File: src/rtl/sdio_spi_pkg.sv
// Shared definitions for the SDIO capture / SPI readout path: sequencer
// states, SPI command opcodes and the default underrun fill byte.
package sdio_spi_pkg;

    typedef enum logic [2:0] {
        ST_IDLE      = 3'd0,
        ST_LEN       = 3'd1,
        ST_FETCH     = 3'd2,
        ST_CAPT      = 3'd3,
        ST_SEND      = 3'd4,
        ST_FLUSH_RD  = 3'd5,
        ST_FLUSH_CHK = 3'd6
    } sched_state_t;

    localparam logic [7:0] CMD_BURST    = 8'hCC;
    localparam logic [7:0] CMD_WR_CTRL  = 8'h02;
    localparam logic [7:0] CMD_RD_CTRL  = 8'h03;
    localparam logic [7:0] CMD_RD_LVL   = 8'h05;
    localparam logic [7:0] FILL_DEFAULT = 8'hFF;

endpackage

File: src/rtl/sdio_burst_sched.sv
// Burst readout sequencer: owns the capture FIFO read port and feeds one
// FIFO entry (or the fill byte on underrun) into the SPI transmit register
// per SPI byte slot. Also drains the FIFO on a control-register flush.
//
// Handshakes: cmd_vld, tx_done and flush_req are single-cycle event pulses
// with no back-pressure. fifo_rd is a one-cycle pop strobe; fifo_dat shows
// the FIFO head and is sampled in the cycle fifo_rd is high. tx_load is a
// one-cycle strobe marking a new tx_dat. All outputs come from registers.
module sdio_burst_sched
    import sdio_spi_pkg::*;
#(
    parameter int              DW   = 8,
    parameter int              LW   = 6,
    parameter logic [DW-1:0]   FILL = DW'(FILL_DEFAULT)
) (
    input  logic               clk,
    input  logic               rst,
    input  logic               cmd_vld,
    input  logic [DW-1:0]      cmd_dat,
    input  logic               tx_done,
    input  logic               cs_idle,
    input  logic               flush_req,
    input  logic               fifo_empty,
    input  logic [DW-1:0]      fifo_dat,
    output logic               fifo_rd,
    output logic [DW-1:0]      tx_dat,
    output logic               tx_load,
    output logic               busy,
    output logic [8:0]         rem_cnt,
    output logic [7:0]         urun_cnt,
    output sched_state_t       state_dbg,
    output logic [LW-1:0]      flush_cnt
);

    sched_state_t state;
    logic         flush_pend;
    logic         is_burst_cmd;
    logic [8:0]   len_val;

    // Length byte 0 encodes a full 256-byte burst.
    assign len_val      = (cmd_dat[7:0] == 8'h00) ? 9'd256 : {1'b0, cmd_dat[7:0]};
    assign is_burst_cmd = cmd_vld && (cmd_dat == DW'(CMD_BURST));
    assign state_dbg    = state;

    // Sequencer: state, strobes, transmit data and counters.
    always_ff @(posedge clk) begin
        if (rst) begin
            state      <= ST_IDLE;
            fifo_rd    <= 1'b0;
            tx_load    <= 1'b0;
            tx_dat     <= '0;
            rem_cnt    <= '0;
            urun_cnt   <= '0;
            busy       <= 1'b0;
            flush_pend <= 1'b0;
            flush_cnt  <= '0;
        end else begin
            fifo_rd <= 1'b0;
            tx_load <= 1'b0;
            if (flush_req) begin
                flush_pend <= 1'b1;
            end

            case (state)
                ST_IDLE: begin
                    // A new burst command beats a pending flush.
                    if (is_burst_cmd) begin
                        state <= ST_LEN;
                        busy  <= 1'b1;
                    end else if (flush_pend) begin
                        state     <= ST_FLUSH_RD;
                        busy      <= 1'b1;
                        flush_cnt <= '0;
                    end
                end

                ST_LEN: begin
                    if (cs_idle) begin
                        state   <= ST_IDLE;
                        busy    <= 1'b0;
                        rem_cnt <= '0;
                    end else if (cmd_vld) begin
                        // The first slot is fetched straight from here so the
                        // first byte is ready as early as possible.
                        if (!fifo_empty) begin
                            fifo_rd <= 1'b1;
                            rem_cnt <= len_val;
                            state   <= ST_CAPT;
                        end else begin
                            tx_dat   <= FILL;
                            tx_load  <= 1'b1;
                            urun_cnt <= (urun_cnt == 8'hFF) ? urun_cnt : urun_cnt + 8'd1;
                            rem_cnt  <= len_val - 9'd1;
                            state    <= ST_SEND;
                        end
                    end
                end

                ST_FETCH: begin
                    if (cs_idle) begin
                        state   <= ST_IDLE;
                        busy    <= 1'b0;
                        rem_cnt <= '0;
                    end else if (!fifo_empty) begin
                        fifo_rd <= 1'b1;
                        state   <= ST_CAPT;
                    end else begin
                        tx_dat   <= FILL;
                        tx_load  <= 1'b1;
                        urun_cnt <= (urun_cnt == 8'hFF) ? urun_cnt : urun_cnt + 8'd1;
                        rem_cnt  <= rem_cnt - 9'd1;
                        state    <= ST_SEND;
                    end
                end

                ST_CAPT: begin
                    // On abort the entry just popped is dropped.
                    if (cs_idle) begin
                        state   <= ST_IDLE;
                        busy    <= 1'b0;
                        rem_cnt <= '0;
                    end else begin
                        tx_dat  <= fifo_dat;
                        tx_load <= 1'b1;
                        rem_cnt <= rem_cnt - 9'd1;
                        state   <= ST_SEND;
                    end
                end

                ST_SEND: begin
                    // Host dummy bytes arriving on cmd_vld are ignored here.
                    if (cs_idle) begin
                        state   <= ST_IDLE;
                        busy    <= 1'b0;
                        rem_cnt <= '0;
                    end else if (tx_done) begin
                        if (rem_cnt == 9'd0) begin
                            state <= ST_IDLE;
                            busy  <= 1'b0;
                        end else begin
                            state <= ST_FETCH;
                        end
                    end
                end

                ST_FLUSH_RD: begin
                    if (fifo_empty) begin
                        state      <= ST_IDLE;
                        busy       <= 1'b0;
                        flush_pend <= flush_req;
                    end else begin
                        fifo_rd   <= 1'b1;
                        flush_cnt <= flush_cnt + 1'b1;
                        state     <= ST_FLUSH_CHK;
                    end
                end

                ST_FLUSH_CHK: begin
                    // Gap cycle: fifo_empty catches up with the pop.
                    state <= ST_FLUSH_RD;
                end

                default: begin
                    state <= ST_IDLE;
                    busy  <= 1'b0;
                end
            endcase
        end
    end

endmodule

File: config.mk
export PLATFORM = sky130hd
export DESIGN_NAME = sdio_burst_sched
export DESIGN_NICKNAME = d
export VERILOG_FILES = /design/src/rtl/sdio_spi_pkg.sv /design/src/rtl/sdio_burst_sched.sv
export SDC_FILE = /design/constraint.sdc
export NUM_CORES = 1
export LEC_CHECK = 0
export ABC_AREA = 1
export ABC_CLOCK_PERIOD_IN_PS = 1790
export BUFFER_PORTS_ARGS = -buffer_cell sky130_fd_sc_hd__buf_2
export CELL_PAD_IN_SITES_DETAIL_PLACEMENT = 1
export CELL_PAD_IN_SITES_GLOBAL_PLACEMENT = 2
export CORE_ASPECT_RATIO = 1.5
export CORE_UTILIZATION = 28
export DETAILED_ROUTE_END_ITERATION = 12
export PLACE_DENSITY_LB_ADDON = 0.1
export SYNTH_ARGS = -nofsm -noshare
export SYNTH_HDL_FRONTEND = slang
export SYNTH_SLANG_ARGS = --single-unit
File: constraint.sdc
create_clock -name clk -period 1.79 [get_ports clk]
set_input_delay 0.358 -clock clk [delete_from_list [all_inputs] [get_ports clk]]
set_output_delay 0.358 -clock clk [all_outputs]
set_load 0.03 [all_outputs]
Yosys cells after proc, flatten, opt, wreduce, memory -nomap -nowiden
Cells that the tools add are included.

storage, ports and cells
  bits in registers = 38
  input port bits = 23
  word-level logic and storage cells = 111

operators by class
  add/subtract/negate cells = 4
  eq/ne operators = 23
  muxes and demuxes = 59
  bitwise logic cells = 1
  reductions and logical operators = 15

operators by type and width
  cell                 count
  $mux 8               10
  $mux 9               8
  $pmux 9 s4           1
  $mux 3               10
  $pmux 8 s3           1
  $pmux 3 s7           1
  $mux 1               19
  $mux 6               3
  $ne 2x2->1 const B   9
  $sub 9x1->9 const B  2
  $eq 8x8->1 const B   2
  $pmux 8 s2           1
  $ne 3x3->1 const B   5
  $pmux 6 s2           1
  $reduce_and 4->1     3
  $eq 3x3->1 const B   3
  $logic_not 9->1      1
  $add 8x1->8 const B  1
  $logic_not 8->1      1
  $add 6x1->6 const B  1
  $eq 3x2->1 const B   2
  $pmux 1 s3           2
  $reduce_and 6->1     1
  $pmux 1 s5           1
  12 further kinds     13

Logic depth before layout (Yosys ltp)
  depth after elaboration = 7
  gate-level depth with buffers = 12
  mapped depth without buffers = 12

Worst setup path after synthesis
Ideal clock, no wire load.

  kind = reg2reg
  start = reg state[1] (netlist: state_dbg[1])
  end = reg urun_cnt[4]
  library setup time = 113 ps
  data arrival time = 1562 ps
  path slack = 114 ps
  cell stages (with the launch flop) = 12
  buffers on the path = 0
  cells stage by stage = dfxtp_1 > inv_1 > nor2_4 > nand2_2 > nand2_1 > nand2_1 > nor2_2 > nand2_4 > inv_2 > nand3_2 > o21ai_1 > nor2_1

on the way
  cells in the longest elaborated chain, start to end = 3
  elaborated cells on any way between the ends = 8
  those cells by class = 5 x eq/ne; 1 x mux; 2 x reduce/logical

RTL lines
  what                                                              line                     text
  start: declaration                                                sdio_burst_sched.sv:35   sched_state_t state;
  start signal: assignment                                          sdio_burst_sched.sv:48   state <= ST_IDLE;
  start signal: assignment                                          sdio_burst_sched.sv:68   state <= ST_LEN;
  start signal: assignment                                          sdio_burst_sched.sv:71   state <= ST_FLUSH_RD;
  $eq 3x1->1 or $eq 3x2->1 (tied branches)                          sdio_burst_sched.sv:64   case (state)
  $ne 2x2->1 (no source line) or $reduce_bool 2->1 (tied branches)  n/a
  $reduce_and 4->1 (no source line)                                 n/a
  end signal: assignment                                            sdio_burst_sched.sv:92   urun_cnt <= (urun_cnt == 8'hFF) ? urun_cnt : urun_cnt + 8'd1;
  end signal: assignment                                            sdio_burst_sched.sv:110  urun_cnt <= (urun_cnt == 8'hFF) ? urun_cnt : urun_cnt + 8'd1;
  end: declaration                                                  sdio_burst_sched.sv:30   output logic [7:0] urun_cnt,

Parallel ways exist; a longest one is shown, timed or not.
A chain may end at the register's enable or synchronous reset.

Worst setup path in the final report
Same ends and word-level chain as after synthesis.

==> reports/qor.csv <==
stage,metric,value,unit
worst_hold_path,WHS Endpoint,flush_pend,
floorplanning,initial core utilization,29.1,%
cells_and_area,Nets,440,
worst_hold_path,hold path start,flush_req,
setup_path,Crit Reg-Reg Startpoint,state_dbg[1],
cells_and_area,final core occ,37.8,%
sta,post-route clock period utilization,91.7,%
cells_and_area,Multi-input gate area,0.00127,mm²
floorplanning,Die Wd,74.9,µm
cells_and_area,Filler Cell Count,1028,
global_route,number of global-route vias before repair,2509,
global_route,first-pass GRT wire length,12.0,mm
power_and_ir_drop,power after layout,3.94,mW
drt,DRT iter0 DRCs,67,
setup_path,WP data arrival,1820,ps
worst_hold_path,worst hold path cell count,3,
cells_and_area,Layout area overhead,29.8,%
setup_path,FF-to-FF End,urun_cnt[4],
synthesis,YS warnings,0,
clock_tree,H-tree lvl count,2,
synthesis,Netlist cell types,33,
clock_tree,worst skew pair latency,280,ps
power_and_ir_drop,Peak VDD IR,0.000955,V
floorplanning,core area,0.00766,mm²
synthesis,Seq cells post-synth,38,
clock_tree,CTS Sinks,38,
global_route,Tot GR Track Use,18.9,%
cells_and_area,Register Area,763,µm²
sta,Hold Fails Final Rpt,0,
sta,"Slew Viols, Final",0,
synthesis,area share of the largest cell type after synthesis,34.1,%
clock_tree,Clock transition at path regs,60,ps
drt,drt first pass iters,4,
global_route,largest net degree at the start of global routing,25,
sta,skew final,6.36,ps
sta,Slew HR,63.3,%
power_and_ir_drop,leakage power,1.42,nW
setup_path,CP Capture Type,register,
floorplanning,Site Rows,39,
sta,final worst path period need,1640,ps
drt,drt wl/cell,14.3,µm
synthesis,Synth area leader,dfxtp_1,
clock_tree,Clock Path Buffers,2,
synthesis,syn_area_per_cell,6.62,µm²
drt,WL final,7.39,mm
floorplanning,full die area,0.00834,mm²
drt,total number of vias,2485,
sta,RSZ-0062 raised after global routing,no,
cells_and_area,"commonest non-fill, non-tap cell in the layout",nand2_1,
global_route,initial antenna violation count,0,
setup_path,reg2reg path depth,11,
sta,Highest Clock Rate,609,MHz
synthesis,Mapped Area,0.00223,mm²
setup_path,crit path max fanout,8,
clock_tree,Post-CTS Setup Bufs,0,
setup_path,crit path kind,register to register,
clock_tree,CTS tree,done,
drt,DR vias/cell,4.82,
synthesis,dominant cells by area after synthesis,"dfxtp_1, nand2_1, a21oi_1",
power_and_ir_drop,Power Density,1360,mW/mm²
synthesis,Syn Inst Count,337,
placed_design,GPL Wtd Cong,0.797,
floorplanning,io pins,60,
sta,Worst Tran Pin Value,550,ps
clock_tree,total CTS buffers,5,
clock_tree,Root Driver,clkbuf_16,
run,MaxCap Viol Count,0,
synthesis,Syn Nets,364,
drt,DRC viols,0,
setup_path,Setup crit start kind,register,
placed_design,# port buffers,59,
run_status,status,completed,
cells_and_area,Antenna Cells,0,
drt,Post-DRT Antenna Nets,0,
cells_and_area,share of layout cells above drive strength 1,25.4,%
floorplanning,Die Ht,111,µm
global_route,grt ovf,0,
placed_design,Post-DP HPWL,5.95,mm
cells_and_area,most frequent cells in the layout,"nand2_1, buf_2, inv_1",
setup_path,FF-to-FF setup slack,150,ps
clock_tree,post-CTS resize count,0,
synthesis,post-synthesis sequential area ratio,34.1,%
setup_path,required time of the critical path,1970,ps
sta,final setup fails,0,
clock_tree,CTS Hold Bufs,0,
worst_hold_path,worst hold path class,primary input to register,
## through the flow
step / area [µm²] / setup WS (ps) / TNS (ps) / hold WS, ps / cells
after floorplan: 2230 / 114 / 0 / 479 / 337
after global placement: 2740 / -58.1 / -91.6 / 446 / 508
after detailed placement: 2740 / -56.5 / -83.2 / 450 / 508
after CTS: 2890 / 67.2 / 0 / 313 / 516
after global routing: 2900 / 1.73 / 0 / 334 / 516
final: 2900 / 149 / 0 / 315 / 516
## sequential cells by signal, indices dropped and copies added, names as in the netlist
| name | flops |
|---|---|
| busy | 1 |
| fifo_rd | 1 |
| flush_cnt | 6 |
| flush_pend | 1 |
| rem_cnt | 9 |
| state_dbg | 3 |
| tx_dat | 8 |
| tx_load | 1 |
| urun_cnt | 8 |
## area by class of cell
class / instances / area share [%]
multi-input combinational: 246 / 43.7
clock buffer: 6 / 4.79
timing repair buffer: 74 / 14.1
inverter: 48 / 6.22
clock inverter: 2 / 0.432
sequential: 38 / 26.3
tap: 102 / 4.40
## how the worst max path moves through the flow
stage / cells after the start / to / slack (ps) / from
6_report: 11 / urun_cnt[4] / 150 / state_dbg[1]
5_1_grt: 11 / urun_cnt[4] / 2 / state_dbg[1]
4_1_cts: 11 / urun_cnt[4] / 70 / state_dbg[1]
3_3_place_gp: 12 / rem_cnt[5] / -60 / cmd_dat[0]
2_1_floorplan: 11 / urun_cnt[4] / 110 / state_dbg[1]
3_5_place_dp: 12 / rem_cnt[5] / -60 / cmd_dat[0]
## power by group
group	switching, mW	leakage, nW	total (mW)	internal, mW
Clock	0.356	0.0729	0.907	0.552
Combinational	1.25	1.04	1.89	0.645
Sequential	0.146	0.310	1.14	0.992
## worst max-delay path: stages (launching register included)
cell and delay [ps]:
dfxtp_2 370, inv_1 110, nor2_4 170, nand2_2 100, nand2_1 70, nand2_1 100
nor2_2 150, nand2_4 110, inv_2 100, nand3_2 80, o21ai_1 130, nor2_1 50
## synthesized netlist by cell type (all sizes together)
cell and instances:
ha 4, nand3b 6, a22o 1, buf 1, o211ai 3, a21oi 34
o31ai 1, o22ai 1, xor2 8, o21ai 35, clkinv 1, nor2 39
nand2 75, clkbuf 4, nor3 7, nand4 6, nor4 2, a31oi 2
or2 1, nand3 18, o21bai 1, inv 47, dfxtp 38, nor3b 1
o21a 1
## cells by family after synthesis
kind of cell | Yosys count | share of synthesized area [%]
xor+xnor | 8 | 3.14
simple gates | 155 | 32.2
flops | 38 | 34.1
fa+ha+maj | 4 | 2.24
buf+inv | 53 | 9.25
compound gates | 79 | 19.1
## layer usage
metal | track usage [%] | part of all wire (%)
met1 | 20.5 | 40
met5 | 0 | 0
met3 | 2.71 | 3.7
met4 | 5.41 | 1.2
met2 | 36.3 | 55
(Power assumes the default switching activity.)
